--- config.mk ---
export PLATFORM = sky130hd
export DESIGN_NAME = axi_master_wr_issuer_flat
export DESIGN_NICKNAME = d
export VERILOG_FILES = /design/src/rtl/axi_master_wr_issuer_pkg.sv /design/src/rtl/axi_master_wr_issuer_if.sv /design/src/rtl/axi_master_wr_issuer_wstrb_gen.sv /design/src/rtl/axi_master_wr_issuer.sv /design/src/flat_wrapper.sv
export SDC_FILE = /design/constraint.sdc
export NUM_CORES = 1
export LEC_CHECK = 0
export CORE_AREA = 2 2 299 301
export CTS_CLUSTER_DIAMETER = 60
export CTS_CLUSTER_SIZE = 14
export DETAILED_ROUTE_END_ITERATION = 8
export DIE_AREA = 0 0 301 303
export PLACE_DENSITY = 0.33
export SETUP_SLACK_MARGIN = 0.02
export SLEW_MARGIN = 20
export SYNTH_ARGS = -nofsm -noshare
export SYNTH_HDL_FRONTEND = slang
export SYNTH_SLANG_ARGS = --single-unit
--- constraint.sdc ---
create_clock -name axi_clk -period 4.3 [get_ports axi_clk]
set_input_delay 0.86 -clock axi_clk [delete_from_list [all_inputs] [get_ports axi_clk]]
set_output_delay 0.86 -clock axi_clk [all_outputs]
set_load 0.02 [all_outputs]
--- src/rtl/axi_master_wr_issuer_pkg.sv ---
// Shared types and constants for the Rx-side AXI master write issuer:
// FSM states, completion status codes, BRESP encodings and the captured
// write descriptor.
package axi_master_wr_issuer_pkg;

  typedef enum logic [2:0] {
    ST_IDLE = 3'd0,
    ST_AW   = 3'd1,
    ST_W    = 3'd2,
    ST_B    = 3'd3,
    ST_CPL  = 3'd4
  } wr_state_t;

  typedef logic [2:0] cpl_status_t;

  localparam cpl_status_t CPL_SC = 3'b000;
  localparam cpl_status_t CPL_UR = 3'b001;
  localparam cpl_status_t CPL_CA = 3'b100;

  localparam logic [1:0] BRESP_OKAY   = 2'b00;
  localparam logic [1:0] BRESP_EXOKAY = 2'b01;
  localparam logic [1:0] BRESP_SLVERR = 2'b10;
  localparam logic [1:0] BRESP_DECERR = 2'b11;

  localparam logic [1:0] AXI_BURST_INCR = 2'b01;

  // Descriptor fields kept for the lifetime of one transaction; n is the
  // decoded DW count (1..1024), so a length field of 0 never reaches here.
  typedef struct packed {
    logic [10:0] n;
    logic [3:0]  first_be;
    logic [3:0]  last_be;
    logic        np;
    logic [9:0]  tag;
    logic [15:0] requester_id;
  } wr_desc_t;

  // OKAY and EXOKAY both mean success; decode errors become Unsupported
  // Request and slave errors become Completer Abort.
  function automatic cpl_status_t bresp_to_status(input logic [1:0] bresp);
    case (bresp)
      BRESP_SLVERR: bresp_to_status = CPL_CA;
      BRESP_DECERR: bresp_to_status = CPL_UR;
      default:      bresp_to_status = CPL_SC;
    endcase
  endfunction

endpackage

--- src/rtl/axi_master_wr_issuer_if.sv ---
// AXI4 write-address / write-data / write-response channels between the
// issuer (master) and the application (slave).
interface axi_master_wr_issuer_if #(
  parameter int AXI_DATA_WIDTH = 256,
  parameter int AXI_ADDR_WIDTH = 64,
  parameter int AXI_ID_WIDTH   = 4
);

  logic                        AWVALID;
  logic                        AWREADY;
  logic [AXI_ADDR_WIDTH-1:0]   AWADDR;
  logic [7:0]                  AWLEN;
  logic [2:0]                  AWSIZE;
  logic [1:0]                  AWBURST;
  logic [AXI_ID_WIDTH-1:0]     AWID;

  logic                        WVALID;
  logic                        WREADY;
  logic [AXI_DATA_WIDTH-1:0]   WDATA;
  logic [AXI_DATA_WIDTH/8-1:0] WSTRB;
  logic                        WLAST;

  logic                        BVALID;
  logic                        BREADY;
  logic [1:0]                  BRESP;

  modport master (
    output AWVALID, AWADDR, AWLEN, AWSIZE, AWBURST, AWID,
    output WVALID, WDATA, WSTRB, WLAST,
    output BREADY,
    input  AWREADY, WREADY, BVALID, BRESP
  );

  modport slave (
    input  AWVALID, AWADDR, AWLEN, AWSIZE, AWBURST, AWID,
    input  WVALID, WDATA, WSTRB, WLAST,
    input  BREADY,
    output AWREADY, WREADY, BVALID, BRESP
  );

endinterface

--- src/rtl/axi_master_wr_issuer_wstrb_gen.sv ---
// Byte-strobe generator for one W beat. Each 32-bit lane has a global DW
// index g = beat*LANES + lane; lanes outside [off, off+n) are dark, the
// first and last DW use their byte enables, everything between is full.
module axi_master_wr_issuer_wstrb_gen #(
  parameter int LANES = 8,
  parameter int OFF_W = 3
) (
  input  logic [7:0]         beat,
  input  logic [OFF_W-1:0]   off,
  input  logic [10:0]        n,
  input  logic [3:0]         first_be,
  input  logic [3:0]         last_be,
  output logic [LANES*4-1:0] wstrb
);

  logic [11:0] first_g;
  logic [11:0] end_g;
  logic [11:0] last_g;
  logic [11:0] g;

  assign first_g = 12'(off);
  assign end_g   = 12'(off) + 12'(n);
  assign last_g  = end_g - 12'd1;

  // Per-lane strobe selection; first_be wins for a single-DW request.
  always_comb begin
    wstrb = '0;
    g     = '0;
    for (int lane = 0; lane < LANES; lane++) begin
      g = 12'(beat) * 12'(LANES) + 12'(lane);
      if (g < first_g || g >= end_g)
        wstrb[lane*4 +: 4] = 4'h0;
      else if (g == first_g)
        wstrb[lane*4 +: 4] = first_be;
      else if (g == last_g && n > 11'd1)
        wstrb[lane*4 +: 4] = last_be;
      else
        wstrb[lane*4 +: 4] = 4'hF;
    end
  end

endmodule

--- src/rtl/axi_master_wr_issuer.sv ---
// Rx-side AXI master write engine. Accepts one decoded inbound write,
// issues it as a single INCR burst on AW/W, waits for B and, for
// non-posted requests, hands a completion status to the completion
// generator. Only one transaction is in flight at a time.
module axi_master_wr_issuer
  import axi_master_wr_issuer_pkg::*;
#(
  parameter int AXI_DATA_WIDTH = 256,
  parameter int AXI_ADDR_WIDTH = 64,
  parameter int AXI_ID_WIDTH   = 4,
  parameter int AXI_ID_VALUE   = 0
) (
  input  logic                      axi_clk,
  input  logic                      ARESTn,

  input  logic                      req_valid,
  output logic                      req_ready,
  input  logic [AXI_ADDR_WIDTH-1:0] req_addr,
  input  logic [9:0]                req_len,
  input  logic [3:0]                req_first_be,
  input  logic [3:0]                req_last_be,
  input  logic                      req_np,
  input  logic [9:0]                req_tag,
  input  logic [15:0]               req_requester_id,

  input  logic [AXI_DATA_WIDTH-1:0] wdata_in,
  input  logic                      wdata_valid,
  output logic                      wdata_ready,

  axi_master_wr_issuer_if.master    axi,

  output logic                      cpl_valid,
  input  logic                      cpl_ready,
  output cpl_status_t               cpl_status,
  output logic [9:0]                cpl_tag,
  output logic [15:0]               cpl_requester_id
);

  localparam int LANES  = AXI_DATA_WIDTH / 32;
  localparam int BYTE_W = $clog2(AXI_DATA_WIDTH / 8);
  localparam int OFF_W  = $clog2(LANES);

  wr_state_t                  state;
  wr_desc_t                   desc;
  logic [OFF_W-1:0]           off;
  logic [7:0]                 beat_cnt;
  logic                       aw_valid;
  logic [AXI_ADDR_WIDTH-1:0]  aw_addr;
  logic [7:0]                 aw_len;
  logic                       b_ready;
  logic                       w_active;
  logic [AXI_DATA_WIDTH/8-1:0] strb;

  logic [OFF_W-1:0]           req_off;
  logic [10:0]                req_n;
  logic [10:0]                req_beats;
  logic                       addr_lsb_unused;

  // Request decode: starting DW lane, DW count and beats spanned, all
  // evaluated in 11 bits so a 1024-DW request at lane 7 still fits.
  assign req_off         = req_addr[BYTE_W-1:2];
  assign req_n           = (req_len == 10'd0) ? 11'd1024 : {1'b0, req_len};
  assign req_beats       = (11'(req_off) + req_n + 11'(LANES - 1)) >> OFF_W;
  assign addr_lsb_unused = ^req_addr[1:0];

  assign w_active = (state == ST_W);

  axi_master_wr_issuer_wstrb_gen #(
    .LANES (LANES),
    .OFF_W (OFF_W)
  ) u_wstrb_gen (
    .beat     (beat_cnt),
    .off      (off),
    .n        (desc.n),
    .first_be (desc.first_be),
    .last_be  (desc.last_be),
    .wstrb    (strb)
  );

  assign axi.AWVALID = aw_valid;
  assign axi.AWADDR  = aw_addr;
  assign axi.AWLEN   = aw_len;
  assign axi.AWSIZE  = 3'(BYTE_W);
  assign axi.AWBURST = AXI_BURST_INCR;
  assign axi.AWID    = AXI_ID_WIDTH'(AXI_ID_VALUE);

  assign axi.WVALID  = w_active & wdata_valid;
  assign axi.WDATA   = wdata_in;
  assign axi.WSTRB   = w_active ? strb : '0;
  assign axi.WLAST   = w_active & (beat_cnt == aw_len);
  assign wdata_ready = w_active & axi.WREADY;

  assign axi.BREADY  = b_ready;

  assign cpl_tag          = desc.tag;
  assign cpl_requester_id = desc.requester_id;

  // Transaction FSM with registered handshake outputs; req_ready rises one
  // cycle after reset release and again on every return to IDLE.
  always_ff @(posedge axi_clk or negedge ARESTn) begin
    if (!ARESTn) begin
      state      <= ST_IDLE;
      req_ready  <= 1'b0;
      aw_valid   <= 1'b0;
      aw_addr    <= '0;
      aw_len     <= '0;
      b_ready    <= 1'b0;
      beat_cnt   <= '0;
      desc       <= '0;
      off        <= '0;
      cpl_valid  <= 1'b0;
      cpl_status <= CPL_SC;
    end else begin
      case (state)
        ST_IDLE: begin
          if (req_valid && req_ready) begin
            desc <= '{n:            req_n,
                      first_be:     req_first_be,
                      last_be:      req_last_be,
                      np:           req_np,
                      tag:          req_tag,
                      requester_id: req_requester_id};
            off       <= req_off;
            aw_addr   <= {req_addr[AXI_ADDR_WIDTH-1:BYTE_W], {BYTE_W{1'b0}}};
            aw_len    <= 8'(req_beats - 11'd1);
            beat_cnt  <= '0;
            req_ready <= 1'b0;
            aw_valid  <= 1'b1;
            state     <= ST_AW;
          end else begin
            req_ready <= 1'b1;
          end
        end
        ST_AW: begin
          if (axi.AWREADY) begin
            aw_valid <= 1'b0;
            state    <= ST_W;
          end
        end
        ST_W: begin
          if (wdata_valid && axi.WREADY) begin
            if (beat_cnt == aw_len) begin
              b_ready <= 1'b1;
              state   <= ST_B;
            end else begin
              beat_cnt <= beat_cnt + 8'd1;
            end
          end
        end
        ST_B: begin
          if (axi.BVALID) begin
            b_ready <= 1'b0;
            if (desc.np) begin
              cpl_valid  <= 1'b1;
              cpl_status <= bresp_to_status(axi.BRESP);
              state      <= ST_CPL;
            end else begin
              req_ready <= 1'b1;
              state     <= ST_IDLE;
            end
          end
        end
        ST_CPL: begin
          if (cpl_ready) begin
            cpl_valid <= 1'b0;
            req_ready <= 1'b1;
            state     <= ST_IDLE;
          end
        end
        default: begin
          state <= ST_IDLE;
        end
      endcase
    end
  end

endmodule

--- src/flat_wrapper.sv ---
// flat-port wrapper written by rule: the top's interface ports become plain ports
module axi_master_wr_issuer_flat import axi_master_wr_issuer_pkg::*;
#(
  parameter int AXI_DATA_WIDTH = 256,
  parameter int AXI_ADDR_WIDTH = 64,
  parameter int AXI_ID_WIDTH   = 4,
  parameter int AXI_ID_VALUE   = 0
)
  (axi_clk, ARESTn, req_valid, req_ready, req_addr, req_len, req_first_be, req_last_be, req_np, req_tag, req_requester_id, wdata_in, wdata_valid, wdata_ready, cpl_valid, cpl_ready, cpl_status, cpl_tag, cpl_requester_id, axi_AWVALID, axi_AWADDR, axi_AWLEN, axi_AWSIZE, axi_AWBURST, axi_AWID, axi_WVALID, axi_WDATA, axi_WSTRB, axi_WLAST, axi_BREADY, axi_AWREADY, axi_WREADY, axi_BVALID, axi_BRESP);
  axi_master_wr_issuer_if #(.AXI_DATA_WIDTH(AXI_DATA_WIDTH), .AXI_ADDR_WIDTH(AXI_ADDR_WIDTH), .AXI_ID_WIDTH(AXI_ID_WIDTH)) axi_i ();
  input  logic axi_clk;
  input  logic ARESTn;
  input  logic req_valid;
  output logic req_ready;
  input  logic [AXI_ADDR_WIDTH-1:0] req_addr;
  input  logic [9:0] req_len;
  input  logic [3:0] req_first_be;
  input  logic [3:0] req_last_be;
  input  logic req_np;
  input  logic [9:0] req_tag;
  input  logic [15:0] req_requester_id;
  input  logic [AXI_DATA_WIDTH-1:0] wdata_in;
  input  logic wdata_valid;
  output logic wdata_ready;
  output logic cpl_valid;
  input  logic cpl_ready;
  output cpl_status_t cpl_status;
  output logic [9:0] cpl_tag;
  output logic [15:0] cpl_requester_id;
  output wire logic [$bits(axi_i.AWVALID)-1:0] axi_AWVALID;
  output wire logic [$bits(axi_i.AWADDR)-1:0] axi_AWADDR;
  output wire logic [$bits(axi_i.AWLEN)-1:0] axi_AWLEN;
  output wire logic [$bits(axi_i.AWSIZE)-1:0] axi_AWSIZE;
  output wire logic [$bits(axi_i.AWBURST)-1:0] axi_AWBURST;
  output wire logic [$bits(axi_i.AWID)-1:0] axi_AWID;
  output wire logic [$bits(axi_i.WVALID)-1:0] axi_WVALID;
  output wire logic [$bits(axi_i.WDATA)-1:0] axi_WDATA;
  output wire logic [$bits(axi_i.WSTRB)-1:0] axi_WSTRB;
  output wire logic [$bits(axi_i.WLAST)-1:0] axi_WLAST;
  output wire logic [$bits(axi_i.BREADY)-1:0] axi_BREADY;
  input wire logic [$bits(axi_i.AWREADY)-1:0] axi_AWREADY;
  input wire logic [$bits(axi_i.WREADY)-1:0] axi_WREADY;
  input wire logic [$bits(axi_i.BVALID)-1:0] axi_BVALID;
  input wire logic [$bits(axi_i.BRESP)-1:0] axi_BRESP;
  assign axi_AWVALID = axi_i.AWVALID;
  assign axi_AWADDR = axi_i.AWADDR;
  assign axi_AWLEN = axi_i.AWLEN;
  assign axi_AWSIZE = axi_i.AWSIZE;
  assign axi_AWBURST = axi_i.AWBURST;
  assign axi_AWID = axi_i.AWID;
  assign axi_WVALID = axi_i.WVALID;
  assign axi_WDATA = axi_i.WDATA;
  assign axi_WSTRB = axi_i.WSTRB;
  assign axi_WLAST = axi_i.WLAST;
  assign axi_BREADY = axi_i.BREADY;
  assign axi_i.AWREADY = axi_AWREADY;
  assign axi_i.WREADY = axi_WREADY;
  assign axi_i.BVALID = axi_BVALID;
  assign axi_i.BRESP = axi_BRESP;
  axi_master_wr_issuer #(.AXI_DATA_WIDTH(AXI_DATA_WIDTH), .AXI_ADDR_WIDTH(AXI_ADDR_WIDTH), .AXI_ID_WIDTH(AXI_ID_WIDTH), .AXI_ID_VALUE(AXI_ID_VALUE)) u_core (.axi_clk(axi_clk), .ARESTn(ARESTn), .req_valid(req_valid), .req_ready(req_ready), .req_addr(req_addr), .req_len(req_len), .req_first_be(req_first_be), .req_last_be(req_last_be), .req_np(req_np), .req_tag(req_tag), .req_requester_id(req_requester_id), .wdata_in(wdata_in), .wdata_valid(wdata_valid), .wdata_ready(wdata_ready), .axi(axi_i), .cpl_valid(cpl_valid), .cpl_ready(cpl_ready), .cpl_status(cpl_status), .cpl_tag(cpl_tag), .cpl_requester_id(cpl_requester_id));
endmodule
* After elaboration in Yosys (flattened, before gate mapping)
Index checks and enable logic that the tools add are counted.
Storage, ports and cells: memories kept 0, bits in latches 0, register bits 134, ROM bits 0, RAM bits 0
Cells by class: $add $sub $neg 13, bitwise operators 3, shift operators 0, div/mod/pow operators 0, order comparisons 17, eq/ne operators 32, $mul 0, multiplexer cells 55, reductions and logical operators 33
Operator list (count):
- $mux W4 | 24
- $eq A12 B12 Y1 | 7
- $eq A12 B3 Y1 | 7
- $ge A12 B12 Y1 | 7
- $lt A12 B3 Y1 | 7
- $add A11 B3 Y12 const B | 4
- $mux W32 | 1
- $add A11 B2 Y12 const B | 2
- $mux W8 | 3
- $mux W3 | 7
- $pmux W8 S2 | 1
- $reduce_and A4 Y1 | 4
- $pmux W3 S5 | 1
- $ne A2 B2 Y1 const B | 7
- $add A11 B1 Y12 const B | 1
- $add A3 B11 Y12 | 1
- $eq A11 B12 Y1 | 1
- $ge A11 B12 Y1 | 1
- $mux W1 | 12
- $sub A12 B1 Y12 const B | 1
- $add A11 B3 Y11 const B | 1
- $add A3 B11 Y11 | 1
- $eq A11 B3 Y1 | 1
- $gt A11 B1 Y1 const B | 1
- 23 further kinds | 50

* Depth between registers and ports, before layout
depth in word-level cells 8, depth in mapped cells 14

* Hierarchy
From an unflattened synthesis, not the netlist that was laid out.
Second synthesis, totals: cells, all modules 1357, area total of the unflattened synthesis 10472.5 um^2
By module, submodules not included:
- axi_master_wr_issuer | area an instance 8180.3 um^2, seq. area each 3328.2 um^2, cells an instance 992, times used 1
- axi_master_wr_issuer_wstrb_gen | area an instance 2292.2 um^2, seq. area each 0.0 um^2, cells an instance 365, times used 1

* Least setup slack after synthesis
OpenSTA, ideal clock, no wires.
path kind reg2out, from reg u_core.off[0], to out axi_WSTRB[0], data required time 3440 ps, data arrival time 3440 ps, setup slack 0 ps, path buffers 0, stages on the path, launching flop included 11, cell sequence dfrtp_1 -> ha_1 -> fa_1 -> nor2_1 -> o2111ai_1 -> nand3_1 -> a2bb2o_1 -> a221oi_1 -> a2111o_4 -> nor4_4 -> a211oi_1
Between the ends: cells in the longest elaborated chain, start to end 8, elaborated cells on any way between the ends 12, those cells by class 2 x add/sub; 2 x order compare; 2 x eq/ne; 4 x mux; 2 x reduce/logical
RTL lines:
- from (decl) | RTL line axi_master_wr_issuer.sv:45 | logic [OFF_W-1:0] off;
- from (signal assigned) | RTL line axi_master_wr_issuer.sv:123 | off <= req_off;
- $add A3 B11 Y12 | RTL line axi_master_wr_issuer_wstrb_gen.sv:22 | assign end_g = 12'(off) + 12'(n);
- $sub A12 B1 Y12 | RTL line axi_master_wr_issuer_wstrb_gen.sv:23 | assign last_g = end_g - 12'd1;
- $eq A11 B12 Y1 | RTL line axi_master_wr_issuer_wstrb_gen.sv:35 | else if (g == last_g && n > 11'd1)
- $logic_and A1 B1 Y1 | RTL line axi_master_wr_issuer_wstrb_gen.sv:35
- $mux W4 | RTL line axi_master_wr_issuer_wstrb_gen.sv:35
- $mux W4 | RTL line axi_master_wr_issuer_wstrb_gen.sv:33 | else if (g == first_g)
- $mux W4 * | RTL line axi_master_wr_issuer_wstrb_gen.sv:31 | if (g < first_g || g >= end_g)
- $mux W32 * | RTL line axi_master_wr_issuer.sv:89 | assign axi.WSTRB = w_active ? strb : '0;
- to (decl) | RTL line flat_wrapper.sv:38 | output wire logic [$bits(axi_i.WSTRB)-1:0] axi_WSTRB;
Every way passes the cells marked *; elsewhere a longest branch is shown, timed or not.

* Worst setup path after layout
from reg u_core.desc[35] (netlist name), to out axi_WSTRB[4]
Between the ends: cells in the longest elaborated chain, start to end 8, elaborated cells on any way between the ends 11, those cells by class 2 x add/sub; 2 x order compare; 1 x eq/ne; 4 x mux; 2 x reduce/logical
RTL lines:
- from (decl) | RTL line axi_master_wr_issuer.sv:44 | wr_desc_t desc;
- from (signal assigned) | RTL line axi_master_wr_issuer.sv:117 | desc <= '{n: req_n,
- $add A3 B11 Y12 | RTL line axi_master_wr_issuer_wstrb_gen.sv:22
- $sub A12 B1 Y12 | RTL line axi_master_wr_issuer_wstrb_gen.sv:23
- $eq A12 B12 Y1 | RTL line axi_master_wr_issuer_wstrb_gen.sv:35
- $logic_and A1 B1 Y1 | RTL line axi_master_wr_issuer_wstrb_gen.sv:35
- $mux W4 | RTL line axi_master_wr_issuer_wstrb_gen.sv:35
- $mux W4 | RTL line axi_master_wr_issuer_wstrb_gen.sv:33
- $mux W4 * | RTL line axi_master_wr_issuer_wstrb_gen.sv:31
- $mux W32 * | RTL line axi_master_wr_issuer.sv:89
Marked as above.

==> run metrics <==
status=finished, violations left; failing checks=setup timing; wire length per cell=15.2 µm; initial antenna violation count=7; DRC violations left=0; Post-Syn Area per Cell=7.98 µm²; EDFF count, synth=0; Synth area leader=dfrtp_1; Fillers=9975; CP Max Fanout=7; Die H=303 µm; reg2reg start=u_core.state[2]; final worst slack=-0.400 ns; register clock-pin slew on the reported worst setup and hold paths=0.06 ns; Slew headroom=46.1%; final non-filler cell area=0.0137 mm²; Distinct cells, synth=73; share of the synthesized area in the top cell type=33.5%; worst skew pair latency=0.45 ns; leakage=5.76 nW; dpl hpwl=29300 µm; max-slew violations=0; ranking of synthesized cells by area=dfrtp_1, buf_4, nand2_1; Tcrit/Tclk final=109%; max cap viols=0; Post-synth top cells=nand2_1, buf_4, dfrtp_1; Multi-input gate area=0.00468 mm²; RR Endpoint=u_core.beat_cnt[7]; Worst Setup Start Kind=flop; most used cell, CP=buf_4; ys async rst share=100%; GP Congestion=0.793; share of cells above drive strength 1=22.6%; Min Hold Slack=0.441 ns; clock root buffer=clkbuf_16; CP max stage cell=a2111o_4; Die W=301 µm; Area Overhead vs Synth=38.0%; area of the core=0.0880 mm²; Worst Setup End Kind=primary output; Max IR drop VDD=0.472 mV; yosys warns=0; register area share after synthesis=33.5%; global-route wire length before repair=56400 µm; Hold Violations, Final=0; R2R setup slack=1.78 ns; CP top delay family=compound AO/OA/AOI/OAI gates; total gr overflow=0; CP Class=flop to primary output; Starting Density=11.3%; DR iter-0 viols=280; storage element area=0.00333 mm²; Yosys reg bits=133; Row Count=109; area of the mapped netlist=0.00994 mm²; RSZ-0062 raised after global routing=yes; Nets=1705; data required time of the critical path=3.44 ns; final setup violation count=32; die area=0.0912 mm²; IO Pins=780; number of global-route vias before repair=8762; fin crit period=4.70 ns; Final Instance Count excl. Fillers=2490; Routed Antenna Nets=0; Post-Synthesis Cells=1246; via count=8374; clk buf depth=2; Port-buffer cells=250; Worst Tran Pin Value=0.808 ns; maximum number of pins on one net before global-route repair=82; GR Util All Layers=8.28%; CTS tree=done; most numerous cell in the Yosys netlist=nand2_1; CTS H-tree depth=4; power per cell area=885 mW/mm²; Worst Path Arrival=3.84 ns; Crit path buffers/inverters=4; Main synth FF type=dfrtp_1; Post-DP Area=0.0124 mm²; max incr delay on CP=0.55 ns; vias per cell=3.36; CTS Sinks=133; Max Clock Freq=0.213 GHz; Min-Delay Path Class=primary input to async pin; Worst Clk Skew=0.00700 ns; cells along the critical path=ha_4 > fa_2 > a21oi_4 > buf_6 > buf_12 > xnor2_4 > a32oi_2 > o211ai_1 > o311a_1 > a2111o_4 > nor4_4 > buf_4 > a31oi_2 > buf_4; total CTS buffers=17; # hold bufs at CTS=0; Reg2Reg Depth=9; fin util=15.6%; DR pass1 iterations=4; Inst Count DP=2435; total detailed-routing wirelength=37900 µm
==> stage by stage <==
step           TNS [ns]  setup WS [ns]  power [mW]
2_1_floorplan         0       0.000313        6.40
3_3_place_gp     -16.99         -0.667        9.68
3_5_place_dp     -16.66         -0.655        9.68
4_1_cts          -11.44         -0.436        12.0
5_1_grt          -15.76         -0.615        13.0
6_report          -9.59         -0.400        12.1
==> how the worst max path moves through the flow <==
stage | start | end | slack [ns] | cells after the start
final | u_core.desc[35] | axi_WSTRB[4] | -0.40 | 14
after global routing | u_core.desc[35] | axi_WSTRB[12] | -0.62 | 14
after CTS | u_core.desc[35] | axi_WSTRB[12] | -0.44 | 14
after detailed placement | u_core.off[2] | axi_WSTRB[13] | -0.66 | 16
after global placement | u_core.off[1] | axi_WSTRB[12] | -0.67 | 16
after floorplan | u_core.off[0] | axi_WSTRB[0] | 0.0003 | 10
==> power by group <==
group	leakage (nW)	internal, mW	switching [mW]
Combinational	3.80	3.81	4.49
Sequential	1.66	1.79	0.429
Clock	0.301	0.997	0.623
==> layout by cell type (no fill, tap or decap), drive strengths merged, types with 3 or more instances in the layout <==
master and n:
and3 7, buf 164, nor2 58, clkdlybuf4s50 217
a21o 8, inv 22, nand3 15, nor4 15
clkinvlp 4, ha 18, a31oi 10, xnor3 3
nor3 12, conb 15, nand3b 3, nor2b 4
nor3b 4, or3 10, and4 4, or2 4
o211ai 7, o22ai 5, xnor2 29, dfrtp 133
o21ai 54, clkbuf 19, a21oi 24, a211oi 18
clkinv 4, xor2 7, o41ai 3, and2 12
o31ai 3, bufinv 4, o2111ai 3, nand2 348
nand4 15, nand2b 5
==> worst reg2reg max path: cells and delay by family (launching register included) <==
family | cells | cell delay [ns]
and+or+nand+nor | 5 | 1.07
AOI/OAI and AO/OA | 2 | 0.58
DFF | 1 | 0.38
buffers and inverters | 1 | 0.23
xor gates and xnor gates | 1 | 0.14
==> routing by layer <==
metal	share of wire, %	GRT usage (%)
met5	0.20	0
met4	4.8	5.09
met3	10	3.95
met2	46	13.3
met1	39	8.80
==> cell families (layout without fill, tap and decap cells) <==
| family | Yosys count | in the layout | share of synthesized area [%] |
|---|---|---|---|
| AO/OA/AOI/OAI | 162 | 162 | 10.8 |
| buffers and inverters | 369 | 434 | 25.5 |
| AND/OR/NAND/NOR | 518 | 518 | 23.3 |
| XOR/XNOR | 39 | 39 | 3.93 |
| other | 2 | 16 | 0.0756 |
| adder cells (fa/ha/maj) | 19 | 19 | 2.47 |
| multiplexers | 4 | 4 | 0.428 |
| flip-flops | 133 | 133 | 33.5 |
==> state kept, by name, indices dropped and copies added, names as in the netlist <==
register and count:
u_core.state 3, u_core.req_ready 1, u_core.cpl_tag 10, u_core.axi.BREADY 1
u_core.beat_cnt 8, u_core.cpl_status 2, u_core.axi.AWVALID 1, u_core.desc 20
u_core.cpl_requester_id 16, u_core.axi.AWLEN 8, u_core.off 3, u_core.cpl_valid 1
u_core.axi.AWADDR 59
==> cell type report <==
class | instances | area share [%]
Multi-Input combinational cell | 757 | 34.1
Timing Repair Buffer | 381 | 25.8
Sequential cell | 133 | 24.3
Tap cell | 1165 | 10.6
Clock buffer | 19 | 3.30
Clock inverter | 13 | 1.30
Inverter | 21 | 0.593
Antenna cell | 1 | 0.0182
==> what timing repair did <==
item	4_1_cts	5_1_grt
endpoints found under the setup margin	32	32
setup buffers	19	3
endpoints found under the hold margin	0	0
gates resized for setup	254	33
pin swaps	30	5
Note: power is estimated with default switching activity, not from simulation.
